--- config.mk ---
export PLATFORM = sky130hd
export DESIGN_NAME = pipe_stage_reg_flat
export DESIGN_NICKNAME = d
export VERILOG_FILES = /design/src/rtl/pipe_pkg.sv /design/src/rtl/pipe_stage_reg_if.sv /design/src/rtl/pipe_stage_reg.sv /design/src/flat_wrapper.sv
export SDC_FILE = /design/constraint.sdc
export NUM_CORES = 1
export LEC_CHECK = 0
export BUFFER_PORTS_ARGS = -buffer_cell sky130_fd_sc_hd__clkbuf_2
export CORE_MARGIN = 5
export CORE_UTILIZATION = 42
export CTS_CLUSTER_DIAMETER = 80
export DETAILED_ROUTE_END_ITERATION = 10
export GPL_TIMING_DRIVEN = 0
export PLACE_DENSITY = 0.78
export SETUP_SLACK_MARGIN = 0.4
export SLEW_MARGIN = 0
export SYNTH_ARGS = -nofsm -noshare
export SYNTH_HDL_FRONTEND = slang
export SYNTH_SLANG_ARGS = --single-unit
--- constraint.sdc ---
create_clock -name CLK -period 1.7 [get_ports CLK]
set_clock_uncertainty 0.05 [all_clocks]
set_input_delay 0.085 -clock CLK [delete_from_list [all_inputs] [get_ports CLK]]
set_output_delay 0.085 -clock CLK [all_outputs]
set_load 0.02 [all_outputs]
--- src/rtl/pipe_pkg.sv ---
// Shared encodings for the generic pipeline stage register.
// The skid-buffer occupancy states and the payload used for a flushed (bubble) entry.
package pipe_pkg;

    localparam logic [1:0] ST_EMPTY = 2'd0;
    localparam logic [1:0] ST_ONE   = 2'd1;
    localparam logic [1:0] ST_TWO   = 2'd2;

    typedef enum logic [1:0] {
        EMPTY = ST_EMPTY,
        ONE   = ST_ONE,
        TWO   = ST_TWO
    } skid_state_e;

    // Replicated to the payload width by each stage; a bubble is an all-zero NOP.
    localparam logic NOP_PAYLOAD = '0;

endpackage

--- src/rtl/pipe_stage_reg_if.sv ---
// Valid/ready payload channel around one pipeline stage register.
// "slave" is the stage's view; "master" is the surrounding pipeline's view.
interface pipe_stage_reg_if #(
    parameter int WIDTH = 64
);

    logic             in_valid;
    logic             in_ready;
    logic [WIDTH-1:0] in_data;
    logic             out_valid;
    logic             out_ready;
    logic [WIDTH-1:0] out_data;

    modport master (
        output in_valid, in_data, out_ready,
        input  in_ready, out_valid, out_data
    );

    modport slave (
        input  in_valid, in_data, out_ready,
        output in_ready, out_valid, out_data
    );

endinterface

--- src/rtl/pipe_stage_reg.sv ---
// Generic pipeline stage register with hazard HOLD/FLUSH, optional 2-entry skid
// buffer (SKID=1, registered in_ready) and a saturating stall-cycle counter.
module pipe_stage_reg
    import pipe_pkg::*;
#(
    parameter int WIDTH = 64,
    parameter int SKID  = 0,
    parameter int CNT_W = 16
) (
    input  logic             CLK,
    input  logic             RST,
    input  logic             FLUSH,
    input  logic             HOLD,
    pipe_stage_reg_if.slave  bus,
    output logic [CNT_W-1:0] stall_cnt
);

    localparam logic [WIDTH-1:0] NOP     = {WIDTH{NOP_PAYLOAD}};
    localparam logic [CNT_W-1:0] CNT_ONE = CNT_W'(1);

    logic             out_valid_q;
    logic [WIDTH-1:0] out_data_q;
    logic             in_ready_w;
    logic             accept;
    logic             rel;

    // HOLD masks the downstream handshake so a held payload is never released.
    assign accept = bus.in_valid & in_ready_w;
    assign rel    = out_valid_q & bus.out_ready & ~HOLD;

    assign bus.in_ready  = in_ready_w;
    assign bus.out_valid = out_valid_q;
    assign bus.out_data  = out_data_q;

    always_ff @(posedge CLK or negedge RST) begin
        if (!RST) begin
            stall_cnt <= '0;
        end else if (((out_valid_q & ~bus.out_ready) | HOLD) && (stall_cnt != '1)) begin
            stall_cnt <= stall_cnt + CNT_ONE;
        end
    end

    if (SKID == 0) begin : g_single

        assign in_ready_w = ~HOLD & (~out_valid_q | bus.out_ready);

        // NOTE: sequential state uses non-blocking assignments so every flop
        // samples pre-edge values regardless of process ordering.
        always_ff @(posedge CLK or negedge RST) begin
            if (!RST) begin
                out_valid_q <= 1'b0;
                out_data_q  <= NOP;
            end else if (FLUSH) begin
                out_valid_q <= 1'b0;
                out_data_q  <= NOP;
            end else if (accept) begin
                out_valid_q <= 1'b1;
                out_data_q  <= bus.in_data;
            end else if (rel) begin
                out_valid_q <= 1'b0;
                out_data_q  <= NOP;
            end
        end

    end else begin : g_skid

        skid_state_e      state_q, state_d;
        logic [WIDTH-1:0] main_d;
        logic [WIDTH-1:0] skid_q, skid_d;

        // in_ready depends only on registered state and HOLD, never on out_ready.
        assign out_valid_q = (state_q != EMPTY);
        assign in_ready_w  = ~HOLD & (state_q != TWO);

        always_ff @(posedge CLK or negedge RST) begin
            if (!RST) begin
                state_q    <= EMPTY;
                out_data_q <= NOP;
                skid_q     <= NOP;
            end else begin
                state_q    <= state_d;
                out_data_q <= main_d;
                skid_q     <= skid_d;
            end
        end

        // NOTE: every combinational output gets a default first, so no path
        // through the case leaves a value unassigned and no latch is inferred.
        always_comb begin
            state_d = state_q;
            main_d  = out_data_q;
            skid_d  = skid_q;
            if (FLUSH) begin
                state_d = EMPTY;
                main_d  = NOP;
                skid_d  = NOP;
            end else begin
                case (state_q)
                    EMPTY: begin
                        if (accept) begin
                            state_d = ONE;
                            main_d  = bus.in_data;
                        end
                    end
                    ONE: begin
                        if (accept && rel) begin
                            main_d = bus.in_data;
                        end else if (accept) begin
                            state_d = TWO;
                            skid_d  = bus.in_data;
                        end else if (rel) begin
                            state_d = EMPTY;
                            main_d  = NOP;
                        end
                    end
                    TWO: begin
                        // Older entry sits in main, so the skid entry moves up on release.
                        if (rel) begin
                            state_d = ONE;
                            main_d  = skid_q;
                            skid_d  = NOP;
                        end
                    end
                    default: begin
                        state_d = EMPTY;
                        main_d  = NOP;
                        skid_d  = NOP;
                    end
                endcase
            end
        end

    end

endmodule

--- src/flat_wrapper.sv ---
// flat-port wrapper written by rule: the top's interface ports become plain ports
module pipe_stage_reg_flat import pipe_pkg::*;
#(
    parameter int WIDTH = 64,
    parameter int SKID  = 0,
    parameter int CNT_W = 16
)
  (CLK, RST, FLUSH, HOLD, stall_cnt, bus_in_valid, bus_in_data, bus_out_ready, bus_in_ready, bus_out_valid, bus_out_data);
  pipe_stage_reg_if #(.WIDTH(WIDTH)) bus_i ();
  input  logic CLK;
  input  logic RST;
  input  logic FLUSH;
  input  logic HOLD;
  output logic [CNT_W-1:0] stall_cnt;
  input wire logic [$bits(bus_i.in_valid)-1:0] bus_in_valid;
  input wire logic [$bits(bus_i.in_data)-1:0] bus_in_data;
  input wire logic [$bits(bus_i.out_ready)-1:0] bus_out_ready;
  output wire logic [$bits(bus_i.in_ready)-1:0] bus_in_ready;
  output wire logic [$bits(bus_i.out_valid)-1:0] bus_out_valid;
  output wire logic [$bits(bus_i.out_data)-1:0] bus_out_data;
  assign bus_i.in_valid = bus_in_valid;
  assign bus_i.in_data = bus_in_data;
  assign bus_i.out_ready = bus_out_ready;
  assign bus_in_ready = bus_i.in_ready;
  assign bus_out_valid = bus_i.out_valid;
  assign bus_out_data = bus_i.out_data;
  pipe_stage_reg #(.WIDTH(WIDTH), .SKID(SKID), .CNT_W(CNT_W)) u_core (.CLK(CLK), .RST(RST), .FLUSH(FLUSH), .HOLD(HOLD), .bus(bus_i), .stall_cnt(stall_cnt));
endmodule
==> results by group <==
Synth
  • Top FF cell, synth: dfrtp_1
  • Warnings from Yosys: 0
  • Sequential share of the synthesized area: 0.6301
  • Syn Inst Count: 227
  • Synthesized flop and latch total: 81
  • Mapped Nets: 298
  • Largest cells by area after synthesis: dfrtp_1 (63%), a22o_1 (17%), xor2_1 (2.2%), buf_6 (1.8%), nor4_2 (1.2%)
  • Yosys cell types: 38
  • Synth area leader: dfrtp_1
  • Asr flop ratio synth: 1.000
  • Post-synth EDFFs: 0
  • Synthesized cell area: 0.003217 mm²
  • Share of the synthesized area in the top cell type: 0.6301
  • Syn_area_per_cell: 14.17 µm²

Cells and area
  • Share of layout cells above drive strength 1: 0.5403
  • Fillers: 475
  • Commonest non-fill, non-tap cell in the layout: clkbuf_2
  • Design Area, Final: 0.005648 mm²
  • Ant. Diodes: 0
  • Most frequent cells in the layout: clkbuf_2 (147), dfrtp_1 (67), dlygate4sd3_1 (65), a22o_1 (64), buf_6 (28)
  • Final nets: 562
  • Register area: 0.002044 mm²
  • Multi-input gate area: 0.001299 mm²
  • P&R area growth vs syn: 75.57%

Timing
  • Final Hold Viols: 0
  • Fin crit share: 1.041
  • Fmax: 565.1 MHz
  • Final worst slack: -0.06949 ns
  • Finish-stage setup viols: 8
  • RSZ-0062 raised after global routing: true
  • Pins Over Slew Limit: 0
  • Max-slew headroom: 0.5484
  • Fin Hold WS: 0.2661 ns
  • Actual slew at the worst max-slew pin: 0.6773 ns
  • Final min period: 1.769 ns

Pwr
  • P_leak: 2.884 nW
  • Maximum VDD drop: 0.8049 mV
  • Pwr Density: 936.3 mW/mm²

Clocking
  • Reg clk slew, reported paths: 0.08 ns
  • Max clock buf depth: 2
  • CTS tree: done
  • CTS HTree Levels: 3
  • CTS buffer count: 9
  • CTS Sinks: 81
  • Clock Latency Late Sink: 0.34 ns
  • Root buffer cell: clkbuf_8

Floorplanning
  • Die height: 97.52 µm
  • Die area: 0.009509 mm²
  • Core footprint: 0.007607 mm²
  • I/O Pins: 152
  • Die W: 97.52 µm
  • Rows: 32
  • Initial Utilization: 0.4229

Route
  • Pre-antenna DRT Iters: 4
  • DRC viols: 0
  • WL final: 11500 µm
  • DR vias/cell: 5.261
  • Vias post-DR: 3146
  • DRT iter0 DRCs: 128
  • DRT antenna net count: 0
  • Routed length per instance: 19.23 µm

Global route
  • GR Overflow Total: 0
  • Initial antenna violation count: 0
  • Number of global-route vias before repair: 3465
  • First-pass GRT wire length: 17460 µm
  • Largest net degree at the start of global routing: 45
  • GRT Util Overall: 0.2281

Setup path
  • Setup crit end kind: register
  • Crit path launch type: register
  • CP required: 1.87 ns
  • Crit-path max FO: 3
  • Critical Path Slowest Stage Cell: dfrtp_2
  • Last element of the critical path: u_core.stall_cnt[14]
  • RR Endpoint: u_core.stall_cnt[14]
  • CP Launch Point: u_core.bus.out_valid
  • CP max stage delay: 0.41 ns
  • Worst path cell trace: nor2b_4 -> buf_4 -> o2111ai_4 -> nor4_2 -> mux2_1
  • Critical path type: reg2reg
  • R2r startpoint: u_core.bus.out_valid
  • R2R setup slack: -0.07 ns
  • R2R depth: 5
  • CP arrival: 1.94 ns

Place
  • PortBufs: 151
  • Gpl congestion: 0.7927
  • Placed Area: 0.004209 mm²
  • DP HPWL: 5966 µm

Min path
  • Hold crit path type: in2async

Run status
  • Violated checks: setup timing
  • Status: finished with violations

Job
  • Max Cap Viol: 0
-- kinds of logic (layout without fill, tap and decap cells) --
| family | after synthesis | in the layout | synth area share |
|---|---|---|---|
| xor+xnor | 9 | 9 | 0.02451 |
| simple gates | 34 | 34 | 0.07585 |
| fa+ha+maj | 1 | 1 | 0.003889 |
| buf+inv | 18 | 287 | 0.03500 |
| compound gates | 79 | 79 | 0.2135 |
| mux | 5 | 5 | 0.01711 |
| flops | 81 | 81 | 0.6301 |
-- how the worst min path moves through the flow --
| stage | endpoint | slack [ns] | from |
|---|---|---|---|
| 6_report | u_core.stall_cnt[5] | 0.27 | RST |
| 3_3_place_gp | u_core.bus.out_data[47] | 0.25 | bus_in_data[47] |
| 4_1_cts | u_core.stall_cnt[7] | 0.28 | RST |
| 5_1_grt | u_core.bus.out_data[40] | 0.29 | FLUSH |
| 3_5_place_dp | u_core.stall_cnt[5] | 0.1 | RST |
| 2_1_floorplan | u_core.bus.out_data[0] | -0.26 | RST |
-- sequential cells by signal, summed over array words and instances, names as in the netlist --
signal and count:
u_core.bus.out_data 64, u_core.stall_cnt 16, u_core.bus.out_valid 1
-- stage by stage --
stage / TNS [ns] / total power, mW / utilization / setup WS, ns / instances
after CTS: 0 / 5.067 / 0.7179 / 0.04784 / 591
after global routing: -1.837 / 5.498 / 0.7424 / -0.07844 / 598
final: -0.1335 / 5.288 / 0.7424 / -0.06949 / 598
after detailed placement: -1.077 / 3.180 / 0.5533 / -0.04850 / 481
after floorplan: 0 / 2.800 / - / 0.1188 / 227
after global placement: -20.62 / 3.154 / 0.5503 / -0.3765 / 480
-- layer usage --
| metal | track usage | part of all wire | wire (µm) | up-vias |
|---|---|---|---|---|
| met5 | 0 | 0 | 0 | - |
| met4 | 0.1108 | 0.044 | 507 | 0 |
| li1 | - | - | - | 1390 |
| met1 | 0.2668 | 0.38 | 4331 | 1545 |
| met3 | 0.05097 | 0.060 | 687 | 41 |
| met2 | 0.3943 | 0.52 | 5975 | 170 |
-- power breakdown --
part	switching (mW)	total, mW	internal [mW]
sequential	0.189	2.28	2.09
clock	0.665	1.54	0.872
combinational	0.764	1.47	0.704
total	1.62	5.29	3.67
-- synth_stat cells, types with 2 or more instances --
cell type	count
dfrtp_1	81
a22o_1	64
xor2_1	8
nand2_1	6
buf_6	5
clkbuf_1	5
inv_1	4
nand3_1	4
nor2_1	4
a211oi_1	3
a21oi_1	3
buf_2	3
mux2_1	3
nor3_1	3
nor4_2	3
o21ai_0	3
and3_1	2
and4_1	2
nand3_2	2
-- worst max-delay path: cells and delay by family (launching register included) --
family	cells	cell delay [ns]
compound gates	1	0.19
buf+inv	1	0.16
flops	1	0.41
mux	1	0.35
simple gates	2	0.49
-- layout make-up --
class | instances | share of cell area
multi-input combinational | 128 | 0.2300
buffer | 14 | 0.02548
clock inverter | 4 | 0.01351
inverter | 4 | 0.003101
tap | 102 | 0.02260
timing repair buffer | 253 | 0.3177
clock buffer | 12 | 0.02570
sequential | 81 | 0.3620
-- repair_timing --
| item | in CTS | in global routing |
|---|---|---|
| cloned | 2 | 0 |
| pin swaps | 12 | 8 |
| resized for setup | 40 | 44 |
| endpoints found under the hold margin | 107 | 0 |
| buffers inserted | 27 | 7 |
| endpoints found under the setup margin | 82 | 85 |
| hold buffers | 65 | 0 |
(Power assumes the default switching activity.)
